[src/rtl/uart_io_bridge_pkg.sv]
// Shared UART state encodings, frame constants and baud-divider helpers
// used by the bridge top and its receive FIFO.
package uart_io_bridge_pkg;

    typedef enum logic [1:0] {
        UART_IDLE  = 2'd0,
        UART_START = 2'd1,
        UART_DATA  = 2'd2,
        UART_STOP  = 2'd3
    } uart_state_e;

    localparam int UART_FRAME_BITS = 8;
    localparam int UART_BIT_W      = $clog2(UART_FRAME_BITS);

    function automatic int uart_div(input int clk_freq, input int baud);
        return clk_freq / baud;
    endfunction

    function automatic int uart_cnt_w(input int div);
        return (div > 1) ? $clog2(div) : 1;
    endfunction

endpackage

[src/rtl/uart_io_bridge_if.sv]
// Core-side UART handshake: the core (master) requests sends and pops
// received bytes; the bridge (slave) reports busy/ready and the head byte.
interface uart_io_bridge_if #(
    parameter int WORD = 32
);
    logic            ext_uart_start;
    logic [WORD-1:0] t_data;
    logic            ext_uart_busy;
    logic            ext_uart_ready;
    logic [WORD-1:0] r_data;
    logic            ext_uart_clear;

    modport master (
        output ext_uart_start, t_data, ext_uart_clear,
        input  ext_uart_busy, ext_uart_ready, r_data
    );

    modport slave (
        input  ext_uart_start, t_data, ext_uart_clear,
        output ext_uart_busy, ext_uart_ready, r_data
    );
endinterface

[src/rtl/uart_io_bridge_rx_fifo.sv]
// Show-ahead receive FIFO: head entry is visible combinationally, a push
// into a full FIFO without a same-cycle pop is dropped and flagged.
module uart_io_bridge_rx_fifo #(
    parameter int DEPTH = 4,
    parameter int WIDTH = 8
) (
    input  logic             clk,
    input  logic             rst,
    input  logic             push_i,
    input  logic [WIDTH-1:0] data_i,
    input  logic             pop_i,
    output logic [WIDTH-1:0] data_o,
    output logic             empty_o,
    output logic             full_o,
    output logic             overrun_o
);
    localparam int PW = $clog2(DEPTH);
    localparam int CW = $clog2(DEPTH + 1);

    logic [WIDTH-1:0] mem_q [DEPTH];
    logic [PW-1:0]    wr_ptr_q, wr_ptr_d;
    logic [PW-1:0]    rd_ptr_q, rd_ptr_d;
    logic [CW-1:0]    count_q, count_d;
    logic             overrun_q, overrun_d;
    logic             do_push, do_pop;

    assign empty_o = (count_q == '0);
    assign full_o  = (count_q == CW'(DEPTH));
    assign do_pop  = pop_i & ~empty_o;
    assign do_push = push_i & (~full_o | do_pop);

    always_comb begin
        // NOTE: every signal gets a default first so no path leaves it unassigned (no latch).
        wr_ptr_d  = wr_ptr_q;
        rd_ptr_d  = rd_ptr_q;
        count_d   = count_q;
        overrun_d = overrun_q | (push_i & full_o & ~do_pop);
        if (do_push) wr_ptr_d = wr_ptr_q + PW'(1);
        if (do_pop)  rd_ptr_d = rd_ptr_q + PW'(1);
        case ({do_push, do_pop})
            2'b10:   count_d = count_q + CW'(1);
            2'b01:   count_d = count_q - CW'(1);
            default: count_d = count_q;
        endcase
    end

    always_ff @(posedge clk) begin
        // NOTE: sequential state uses non-blocking assignments so every flop samples pre-edge values.
        if (rst) begin
            wr_ptr_q  <= '0;
            rd_ptr_q  <= '0;
            count_q   <= '0;
            overrun_q <= 1'b0;
        end else begin
            wr_ptr_q  <= wr_ptr_d;
            rd_ptr_q  <= rd_ptr_d;
            count_q   <= count_d;
            overrun_q <= overrun_d;
        end
    end

    // NOTE: storage is not reset; the count guards every read, so stale contents are never visible.
    always_ff @(posedge clk) begin
        if (do_push) mem_q[wr_ptr_q] <= data_i;
    end

    assign data_o    = empty_o ? '0 : mem_q[rd_ptr_q];
    assign overrun_o = overrun_q;

endmodule

[src/rtl/uart_io_bridge.sv]
// Board-side UART for the CPU core: 8N1 transmitter and mid-bit sampling
// receiver feeding a show-ahead FIFO, both running independently.
module uart_io_bridge
    import uart_io_bridge_pkg::*;
#(
    parameter int CLK_FREQ = 50000000,
    parameter int BAUD     = 9600,
    parameter int RX_DEPTH = 4,
    parameter int WORD     = 32
) (
    input  logic              clk,
    input  logic              rst,
    input  logic              rxd,
    output logic              txd,
    output logic              rx_overrun,
    output logic              rx_frame_err,
    uart_io_bridge_if.slave   bus
);
    localparam int                    DIV      = uart_div(CLK_FREQ, BAUD);
    localparam int                    CW       = uart_cnt_w(DIV);
    localparam logic [CW-1:0]         DIV_LAST = CW'(DIV - 1);
    localparam logic [CW-1:0]         DIV_HALF = CW'(DIV / 2);
    localparam logic [UART_BIT_W-1:0] LAST_BIT = UART_BIT_W'(UART_FRAME_BITS - 1);

    uart_state_e                tx_state_q, tx_state_d;
    logic [CW-1:0]              tx_cnt_q, tx_cnt_d;
    logic [UART_BIT_W-1:0]      tx_bit_q, tx_bit_d;
    logic [UART_FRAME_BITS-1:0] tx_shift_q, tx_shift_d;
    logic                       tx_tick;

    uart_state_e                rx_state_q, rx_state_d;
    logic [CW-1:0]              rx_cnt_q, rx_cnt_d;
    logic [UART_BIT_W-1:0]      rx_bit_q, rx_bit_d;
    logic [UART_FRAME_BITS-1:0] rx_shift_q, rx_shift_d;
    logic                       rx_meta_q, rx_sync_q, rx_prev_q;
    logic                       rx_frame_err_q;
    logic                       rx_sample, rx_fall, rx_push, rx_err_set;

    logic [UART_FRAME_BITS-1:0] rx_head;
    logic                       rx_empty, rx_full;
    logic                       unused_bits;

    always_ff @(posedge clk) begin
        if (rst) begin
            tx_state_q <= UART_IDLE;
            tx_cnt_q   <= '0;
            tx_bit_q   <= '0;
            tx_shift_q <= '0;
        end else begin
            tx_state_q <= tx_state_d;
            tx_cnt_q   <= tx_cnt_d;
            tx_bit_q   <= tx_bit_d;
            tx_shift_q <= tx_shift_d;
        end
    end

    assign tx_tick = (tx_cnt_q == DIV_LAST);

    // Each non-idle state lasts DIV cycles; tx_cnt wraps to zero on tx_tick.
    always_comb begin
        tx_state_d = tx_state_q;
        tx_cnt_d   = tx_tick ? '0 : tx_cnt_q + CW'(1);
        tx_bit_d   = tx_bit_q;
        tx_shift_d = tx_shift_q;
        case (tx_state_q)
            UART_IDLE: begin
                tx_cnt_d = '0;
                if (bus.ext_uart_start) begin
                    tx_state_d = UART_START;
                    tx_shift_d = bus.t_data[UART_FRAME_BITS-1:0];
                end
            end
            UART_START: if (tx_tick) begin
                tx_state_d = UART_DATA;
                tx_bit_d   = '0;
            end
            UART_DATA: if (tx_tick) begin
                tx_shift_d = tx_shift_q >> 1;
                tx_bit_d   = tx_bit_q + UART_BIT_W'(1);
                if (tx_bit_q == LAST_BIT) tx_state_d = UART_STOP;
            end
            UART_STOP: if (tx_tick) tx_state_d = UART_IDLE;
            default: tx_state_d = UART_IDLE;
        endcase
    end

    always_comb begin
        bus.ext_uart_busy = (tx_state_q != UART_IDLE);
        case (tx_state_q)
            UART_START: txd = 1'b0;
            UART_DATA:  txd = tx_shift_q[0];
            default:    txd = 1'b1;
        endcase
    end

    always_ff @(posedge clk) begin
        if (rst) begin
            rx_meta_q      <= 1'b1;
            rx_sync_q      <= 1'b1;
            rx_prev_q      <= 1'b1;
            rx_state_q     <= UART_IDLE;
            rx_cnt_q       <= '0;
            rx_bit_q       <= '0;
            rx_shift_q     <= '0;
            rx_frame_err_q <= 1'b0;
        end else begin
            rx_meta_q      <= rxd;
            rx_sync_q      <= rx_meta_q;
            rx_prev_q      <= rx_sync_q;
            rx_state_q     <= rx_state_d;
            rx_cnt_q       <= rx_cnt_d;
            rx_bit_q       <= rx_bit_d;
            rx_shift_q     <= rx_shift_d;
            rx_frame_err_q <= rx_frame_err_q | rx_err_set;
        end
    end

    assign rx_sample = (rx_cnt_q == '0);
    assign rx_fall   = rx_prev_q & ~rx_sync_q;

    // Half-bit offset on the start edge puts every later sample at mid-bit.
    always_comb begin
        rx_state_d = rx_state_q;
        rx_cnt_d   = rx_sample ? DIV_LAST : rx_cnt_q - CW'(1);
        rx_bit_d   = rx_bit_q;
        rx_shift_d = rx_shift_q;
        case (rx_state_q)
            UART_IDLE: begin
                rx_cnt_d = DIV_HALF;
                if (rx_fall) rx_state_d = UART_START;
            end
            UART_START: if (rx_sample) begin
                rx_state_d = rx_sync_q ? UART_IDLE : UART_DATA;
                rx_bit_d   = '0;
            end
            UART_DATA: if (rx_sample) begin
                rx_shift_d = {rx_sync_q, rx_shift_q[UART_FRAME_BITS-1:1]};
                rx_bit_d   = rx_bit_q + UART_BIT_W'(1);
                if (rx_bit_q == LAST_BIT) rx_state_d = UART_STOP;
            end
            UART_STOP: if (rx_sample) rx_state_d = UART_IDLE;
            default: rx_state_d = UART_IDLE;
        endcase
    end

    always_comb begin
        rx_push    = (rx_state_q == UART_STOP) & rx_sample & rx_sync_q;
        rx_err_set = (rx_state_q == UART_STOP) & rx_sample & ~rx_sync_q;
    end

    uart_io_bridge_rx_fifo #(
        .DEPTH (RX_DEPTH),
        .WIDTH (UART_FRAME_BITS)
    ) u_rx_fifo (
        .clk       (clk),
        .rst       (rst),
        .push_i    (rx_push),
        .data_i    (rx_shift_q),
        .pop_i     (bus.ext_uart_clear),
        .data_o    (rx_head),
        .empty_o   (rx_empty),
        .full_o    (rx_full),
        .overrun_o (rx_overrun)
    );

    assign bus.ext_uart_ready = ~rx_empty;
    assign bus.r_data         = {{(WORD-UART_FRAME_BITS){1'b0}}, rx_head};
    assign rx_frame_err       = rx_frame_err_q;
    assign unused_bits        = ^{bus.t_data[WORD-1:UART_FRAME_BITS], rx_full};

endmodule

[src/flat_wrapper.sv]
// flat-port wrapper written by rule: the top's interface ports become plain ports
module uart_io_bridge_flat import uart_io_bridge_pkg::*;
#(
    parameter int CLK_FREQ = 50000000,
    parameter int BAUD     = 9600,
    parameter int RX_DEPTH = 4,
    parameter int WORD     = 32
)
  (clk, rst, rxd, txd, rx_overrun, rx_frame_err, bus_ext_uart_start, bus_t_data, bus_ext_uart_clear, bus_ext_uart_busy, bus_ext_uart_ready, bus_r_data);
  uart_io_bridge_if #(.WORD(WORD)) bus_i ();
  input  logic clk;
  input  logic rst;
  input  logic rxd;
  output logic txd;
  output logic rx_overrun;
  output logic rx_frame_err;
  input wire logic [$bits(bus_i.ext_uart_start)-1:0] bus_ext_uart_start;
  input wire logic [$bits(bus_i.t_data)-1:0] bus_t_data;
  input wire logic [$bits(bus_i.ext_uart_clear)-1:0] bus_ext_uart_clear;
  output wire logic [$bits(bus_i.ext_uart_busy)-1:0] bus_ext_uart_busy;
  output wire logic [$bits(bus_i.ext_uart_ready)-1:0] bus_ext_uart_ready;
  output wire logic [$bits(bus_i.r_data)-1:0] bus_r_data;
  assign bus_i.ext_uart_start = bus_ext_uart_start;
  assign bus_i.t_data = bus_t_data;
  assign bus_i.ext_uart_clear = bus_ext_uart_clear;
  assign bus_ext_uart_busy = bus_i.ext_uart_busy;
  assign bus_ext_uart_ready = bus_i.ext_uart_ready;
  assign bus_r_data = bus_i.r_data;
  uart_io_bridge #(.CLK_FREQ(CLK_FREQ), .BAUD(BAUD), .RX_DEPTH(RX_DEPTH), .WORD(WORD)) u_core (.clk(clk), .rst(rst), .rxd(rxd), .txd(txd), .rx_overrun(rx_overrun), .rx_frame_err(rx_frame_err), .bus(bus_i));
endmodule
[config.mk]
export PLATFORM = sky130hd
export DESIGN_NAME = uart_io_bridge_flat
export DESIGN_NICKNAME = d
export VERILOG_FILES = /design/src/rtl/uart_io_bridge_pkg.sv /design/src/rtl/uart_io_bridge_if.sv /design/src/rtl/uart_io_bridge_rx_fifo.sv /design/src/rtl/uart_io_bridge.sv /design/src/flat_wrapper.sv
export SDC_FILE = /design/constraint.sdc
export NUM_CORES = 1
export LEC_CHECK = 0
export CAP_MARGIN = 0
export CORE_MARGIN = 2
export CORE_UTILIZATION = 53
export DETAILED_ROUTE_END_ITERATION = 8
export PLACE_DENSITY = 0.8
export SLEW_MARGIN = 20
export SYNTH_ARGS = -nofsm -noshare
export SYNTH_HDL_FRONTEND = slang
export SYNTH_SLANG_ARGS = --single-unit
[constraint.sdc]
create_clock -name clk -period 3.4 [get_ports clk]
set_clock_uncertainty 0.05 [all_clocks]
set_input_delay 1.02 -clock clk [delete_from_list [all_inputs] [get_ports clk]]
set_output_delay 1.02 -clock clk [all_outputs]
set_load 0.1 [all_outputs]
==> results of run 1 <==
[metrics by stage]
stage	util	area (µm²)	power (W)	worst slack (ns)	hold slack, ns
6_report	0.6016	4893	0.002714	0.3378	0.3714
4_1_cts	0.6016	4893	0.002732	0.2821	0.3755
2_1_floorplan	-	4527	0.001940	0.3294	0.3395
3_5_place_dp	0.5788	4708	0.002043	0.2931	0.3516
5_1_grt	0.6016	4893	0.002858	0.2034	0.3886
3_3_place_gp	0.5788	4708	0.002020	0.3008	0.3456
[kinds of logic (layout without fill, tap and decap cells)]
logic type               count (synthesis)  after routing
AND/OR/NAND/NOR                        145            145
flip-flops                              98             98
AO/OA/AOI/OAI                           64             64
buffers and inverters                   54             66
adder cells (fa/ha/maj)                 20             20
XOR/XNOR                                20             20
multiplexers                            14             14
other                                    1             24
[power by group]
group	total [W]	switching, W	internal [W]
combinational	0.000691	0.000494	0.000197
clock	0.000693	0.000416	0.000277
sequential	0.00133	0.0000560	0.00127
total	0.00271	0.000966	0.00175
[per-layer routing]
metal | up-vias | GRT usage | wire length, µm
li1 | 1491 | - | -
met1 | 1428 | 0.2261 | 3316
met2 | 53 | 0.3122 | 3821
met3 | 10 | 0.04111 | 239
met4 | 0 | 0.06401 | 99
met5 | - | 0 | 0
[critical path: cells and delay by family (launching register included)]
kind	cells	cell delay, ns
simple gates	1	0.16
flops	1	0.66
mux	1	0.58
buf+inv	1	0.23
[sequential cells by signal, summed over array words and instances, names as in the netlist, named ones only]
| signal | cells |
|---|---|
| u_core.rx_state_q | 1 |
| u_core.tx_state_q | 2 |
| u_core.u_rx_fifo.overrun_o | 1 |
| u_core.tx_shift_q | 8 |
| u_core.rx_cnt_q | 13 |
| u_core.u_rx_fifo.rd_ptr_q | 2 |
| u_core.u_rx_fifo.mem_q | 32 |
| u_core.rx_shift_q | 8 |
| u_core.u_rx_fifo.wr_ptr_q | 2 |
| u_core.rx_prev_q | 1 |
| u_core.rx_bit_q | 3 |
| u_core.tx_cnt_q | 13 |
| u_core.rx_meta_q | 1 |
| u_core.u_rx_fifo.count_q | 3 |
| u_core.rx_sync_q | 1 |
| u_core.rx_frame_err | 1 |
| u_core.tx_bit_q | 3 |
[Yosys cell counts (all sizes together), types with 2 or more instances]
| cell | number |
|---|---|
| nand2 | 30 |
| mux2i | 6 |
| edfxtp | 32 |
| nor3 | 7 |
| buf | 28 |
| a21oi | 26 |
| xor2 | 9 |
| nor2b | 9 |
| ha | 19 |
| or2 | 4 |
| o31ai | 2 |
| clkbuf | 8 |
| xnor2 | 11 |
| mux4 | 8 |
| inv | 18 |
| a211oi | 2 |
| nor4 | 7 |
| nand3 | 13 |
| or4 | 3 |
| and3 | 2 |
| or4b | 2 |
| o21ai | 8 |
| nand4 | 6 |
| a22oi | 9 |
| and2 | 5 |
| nor4b | 2 |
| a211o | 2 |
| nor2 | 42 |
| nand2b | 3 |
| dfxtp | 66 |
| o2bb2ai | 7 |
| or3 | 7 |
[placed cells by master (no fill, tap or decap), drive strengths merged, types with 9 or more instances in the layout]
| cell type | netlist | routed |
|---|---|---|
| conb | 1 | 24 |
| dfxtp | 66 | 66 |
| ha | 19 | 19 |
| a21oi | 26 | 26 |
| xnor2 | 11 | 11 |
| nand3 | 13 | 13 |
| clkdlybuf4s50 | 0 | 12 |
| nand2 | 30 | 30 |
| buf | 28 | 20 |
| a22oi | 9 | 9 |
| nor2b | 9 | 9 |
| clkbuf | 8 | 9 |
| nor2 | 42 | 42 |
| xor2 | 9 | 9 |
| inv | 18 | 20 |
| edfxtp | 32 | 32 |
[cell type report]
class | count | area [µm²] | share of cell area
timing repair buffer | 32 | 270.3 | 0.05523
clock buffer | 9 | 123.9 | 0.02531
inverter | 18 | 67.56 | 0.01381
tap | 105 | 131.4 | 0.02685
multi-input combinational | 287 | 1957 | 0.3999
sequential | 98 | 2282 | 0.4664
clock inverter | 7 | 61.31 | 0.01253
[final timing paths]
kind | end | slack [ns] | start | cells after the start
max | bus_r_data[1] | 0.34 | flop | 3
max reg2reg | u_core.u_rx_fifo.count_q[2] | 0.50 | u_core.rx_cnt_q[0] | 10
min reg2reg | u_core.rx_sync_q | 0.37 | u_core.rx_meta_q | 1
min | u_core.rx_sync_q | 0.37 | u_core.rx_meta_q | 1
==> reports/metrics.csv, run 1 <==
stage;metric;value;unit
detailed_routing;WL per Instance;13.45;µm
final_layout;fraction of layout cells with a size suffix above 1;0.1419;
floorplanning;row count;33;
setup_path;slowest cell on the critical path;dfxtp_1;
timing;Rel. slew slack;0.4476;
timing;Final TNS setup;0;ns
placement;IO Port Bufs;25;
placement;HPWL after DPL;5367;µm
timing;fmax;326.6;MHz
final_layout;Area growth syn-to-layout;10.79;%
global_route;pin count of the biggest net entering global routing;20;
global_route;vias in the first global route;2817;
placement;Cells after DPL;540;
clock_network;Clock Latency Late Sink;0.36;ns
setup_path;crit-path max cell delay;0.66;ns
placement;placer's final routability congestion estimate;0.8107;
power_and_ir_drop;P_leak;1.786;nW
clock_network;htree depth;3;
final_layout;Ant. Diodes;0;
setup_path;critical-path cell list;mux4_2 > nor2b_2 > buf_4;
global_route;GRT Total Usage;0.1822;
flow_run;Max Cap Viol;0;
synthesis;EDFF count, synth;32;
detailed_routing;vias post-DR;2982;
synthesis;adder-cell area share of the yosys netlist;0.05836;
setup_path;crit path capture type;primary output;
synthesis;main combinational cell family by area after synthesis;simple AND/OR/NAND/NOR gates;
timing;final worst-path cycle share;0.9006;
synthesis;post-synthesis simple-gate area fraction;0.1677;
floorplanning;Die Span Y;95.29;µm
synthesis;Synth top area share;0.2992;
global_route;grt ovf;0;
setup_path;Worst Setup Start Kind;flop;
power_and_ir_drop;maximum vdd drop;927.8;µV
status;status;complete, no violations;
synthesis;sequential-to-total area share from yosys stat;0.5167;
detailed_routing;DRT Pass-1 Iters;4;
final_layout;# fillers;669;
setup_path;Worst EP required;2.33;ns
final_layout;fin cells;556;
setup_path;CP Class;reg -> out;
clock_network;Sink Count;98;
timing;worst slew pin tran;0.8210;ns
timing;final setup vio count;0;
synthesis;post-synth design cell area;4417;µm²
timing;max-slew violation count;0;
setup_path;Crit Path Max Fanout;8;
synthesis;mux share of post-synthesis cell area;0.05439;
detailed_routing;DRC errors left;0;
synthesis;xor and xnor fraction of the mapped netlist area;0.03966;
clock_network;hold buffers post-CTS;0;
synthesis;synth warn;0;
clock_network;clock tree from TritonCTS;yes;
synthesis;FF+latch count, synth;98;
detailed_routing;ANT nets after route;0;
floorplanning;Starting Density;0.5430;
clock_network;Longest Clk Path Bufs;2;
detailed_routing;vias per cell;5.363;
clock_network;buffer type at the clock tree root;clkbuf_8;
setup_path;Worst Path Arrival;1.99;ns
synthesis;syn avg cell area;10.62;µm²
global_route;initial antenna violation count;0;
synthesis;post-synthesis async set-or-reset flop share;0;
clock_network;Post-CTS Setup Bufs;0;
timing;final hold vios;0;
timing;RSZ-0062 raised after global routing;no;
synthesis;ys flop type;dfxtp_1;
synthesis;area leader, netlist;dfxtp_1;
floorplanning;Core ar.;8134;µm²
clock_network;TritonCTS Buffers;9;
floorplanning;I/O pin cnt;74;
final_layout;nets@finish;503;
floorplanning;die area;9079;µm²
hold_path;Hold/Removal Path Class;reg -> reg;
synthesis;Unique masters post-synth;50;
synthesis;Cells after Synth;416;
clock_network;Clock transition at path regs;0.10;ns
synthesis;Compound-Gate Fraction of Synth Area;0.09462;
global_route;first-pass GRT wire length;12910;µm
timing;minimum clock period;3.062;ns
power_and_ir_drop;PwrDens;554.7;nW/µm²
floorplanning;Die W;95.29;µm
detailed_routing;drt first-iter violations;145;
clock_network;cells resized by post-CTS repair;0;
synthesis;synth top area cells;dfxtp_1, edfxtp_1, ha_1;
detailed_routing;Routed WL;7476;µm
Power figures use the tool's default switching activity.
==> run 2: changes to the inputs <==
PLACE_DENSITY = not set   (was 0.8)
PLACE_DENSITY_LB_ADDON = 0.05   (was not set)
==> reports/metrics.csv, run 2 (synthesis gave the netlist of run 1 again) <==
stage;metric;value;unit
timing;max-slew violation count;0;
detailed_routing;ANT nets after route;0;
placement;placer's final routability congestion estimate;0.7851;
setup_path;CP Class;reg -> out;
final_layout;Largest regs;u_core.u_rx_fifo.mem_q x32, u_core.rx_cnt_q x13, u_core.tx_cnt_q x13;
setup_path;Reg2Reg Depth;10;
clock_network;Post-CTS Setup Bufs;0;
setup_path;Worst EP required;2.33;ns
clock_network;hold buffers post-CTS;0;
detailed_routing;DRC errors left;0;
detailed_routing;vias post-DR;2932;
global_route;pin count of the biggest net entering global routing;22;
flow_run;Max Cap Viol;0;
setup_path;Crit Path Max Fanout;8;
detailed_routing;WL per Instance;13.24;µm
clock_network;buffer type at the clock tree root;clkbuf_8;
setup_path;worst reg2reg setup slack;0.50;ns
power_and_ir_drop;maximum vdd drop;596.6;µV
setup_path;Worst Setup Start Kind;flop;
detailed_routing;drt first-iter violations;107;
final_layout;Reg area;2282;µm²
floorplanning;die area;9079;µm²
timing;post-route worst setup slack;0.3661;ns
timing;hold slack;0.3730;ns
hold_path;hold_sp;u_core.rx_meta_q;
timing;Rel. slew slack;0.5565;
clock_network;Clock transition at path regs;0.09;ns
floorplanning;Die W;95.29;µm
global_route;GRT Total Usage;0.1769;
power_and_ir_drop;clock share of power;0.264;
placement;worst slack, placed;0.2634;ns
hold_path;worst hold endpoint;u_core.rx_sync_q;
timing;Final TNS setup;0;ns
final_layout;nets@finish;504;
floorplanning;I/O pin cnt;74;
global_route;first-pass GRT wire length;12400;µm
placement;IO Port Bufs;25;
final_layout;Finished Core Util;0.6161;
timing;final hold vios;0;
power_and_ir_drop;Net Sw Frac;0.3376;
final_layout;post-route cell area;5011;µm²
timing;worst slew pin tran;0.6598;ns
clock_network;Clock Latency Late Sink;0.36;ns
power_and_ir_drop;NetSw;0.0009230;W
global_route;initial antenna violation count;0;
placement;HPWL after DPL;5257;µm
clock_network;clock tree from TritonCTS;yes;
power_and_ir_drop;Pint;0.001811;W
clock_network;Longest Clk Path Bufs;2;
floorplanning;Die Span Y;95.29;µm
final_layout;max reg flops;32;
setup_path;crit path capture type;primary output;
power_and_ir_drop;Flop pwr share;0.486;
clock_network;TritonCTS Buffers;9;
timing;final setup vio count;0;
final_layout;Area growth syn-to-layout;13.46;%
final_layout;Ant. Diodes;0;
power_and_ir_drop;PwrDens;545.5;nW/µm²
final_layout;fraction of layout cells with a size suffix above 1;0.1350;
final_layout;Reg with most FFs;u_core.u_rx_fifo.mem_q;
power_and_ir_drop;part of the power in combinational logic;0.250;
floorplanning;row count;33;
detailed_routing;DRT Pass-1 Iters;4;
final_layout;area of the multi-input gates;1952;µm²
detailed_routing;Routed WL;7372;µm
final_layout;# fillers;680;
timing;fmax;329.6;MHz
power_and_ir_drop;P_leak;1.809;nW
setup_path;reg2reg start;u_core.rx_cnt_q[0];
clock_network;cells resized by post-CTS repair;0;
hold_path;Hold/Removal Path Class;reg -> reg;
global_route;grt ovf;0;
clock_network;Sink Count;98;
clock_network;htree depth;3;
hold_path;hold path cells;1;
global_route;vias in the first global route;2808;
setup_path;Worst Path Arrival;1.96;ns
final_layout;most common cell after layout, fill and taps aside;dfxtp_1;
timing;minimum clock period;3.034;ns
floorplanning;Starting Density;0.5430;
status;status;complete, no violations;
setup_path;reg-to-reg endpoint;u_core.u_rx_fifo.count_q[2];
detailed_routing;vias per cell;5.264;
floorplanning;Core ar.;8134;µm²
timing;final worst-path cycle share;0.8923;
placement;dpl cell area;4823;µm²
final_layout;most frequent cells in the layout;dfxtp_1, nor2_1, edfxtp_1;
timing;RSZ-0062 raised after global routing;no;
run 2: cell types whose count changed in the layout (fill, tap and decap cells not counted):
cell	previous run	this run
buf_4	20	12
clkinvlp_4	2	3
bufinv_16	0	1
inv_8	1	0
inv_6	1	0
clkbuf_1	0	3
nor3_2	1	0
buf_12	0	9
clkinv_4	3	0
nor3_1	6	7
run 2: critical path, cell delays in order (launching register included):
cell     delay, ns
dfxtp_1       0.67
mux4_2        0.57
nor2b_2       0.19
buf_12        0.17
run 2: area by class of cell:
cell class | instances | area share
multi-input combinational | 287 | 0.3895
sequential | 98 | 0.4554
clock buffer | 12 | 0.02697
clock inverter | 4 | 0.01049
inverter | 18 | 0.01348
tap | 105 | 0.02622
timing repair buffer | 33 | 0.07790
run 2: how the worst max path moves through the flow:
stage	from	slack, ns	end
3_3_place_gp	bus_ext_uart_clear	0.33	u_core.u_rx_fifo.count_q[2]
3_5_place_dp	bus_ext_uart_clear	0.26	u_core.u_rx_fifo.count_q[2]
4_1_cts	flop	0.30	bus_r_data[4]
2_1_floorplan	u_core.u_rx_fifo.count_q[0]	0.33	bus_ext_uart_ready
5_1_grt	flop	0.26	bus_r_data[4]
6_report	flop	0.37	bus_r_data[4]
run 2: through the flow:
step / instances / total power [W]
3_3_place_gp: 541 / 0.002029
4_1_cts: 557 / 0.002759
6_report: 557 / 0.002734
2_1_floorplan: 439 / 0.001940
5_1_grt: 557 / 0.002871
3_5_place_dp: 541 / 0.002038
run 2: layer usage:
metal | global-route usage | up-vias | routed length (µm)
met5 | 0 | - | 0
met3 | 0.05059 | 11 | 313
li1 | - | 1485 | -
met2 | 0.3081 | 55 | 3651
met1 | 0.2101 | 1381 | 3310
met4 | 0.05797 | 0 | 97
run 2: power groups by stage:
stage	Sequential (W)	Clock (W)	Combinational, W
final	0.00133	0.000723	0.000683
after global routing	0.00134	0.000781	0.000749
after CTS	0.00133	0.000746	0.000685
after detailed placement	0.00135	0	0.000684
after global placement	0.00135	0	0.000675
after floorplan	0.00134	0	0.000599
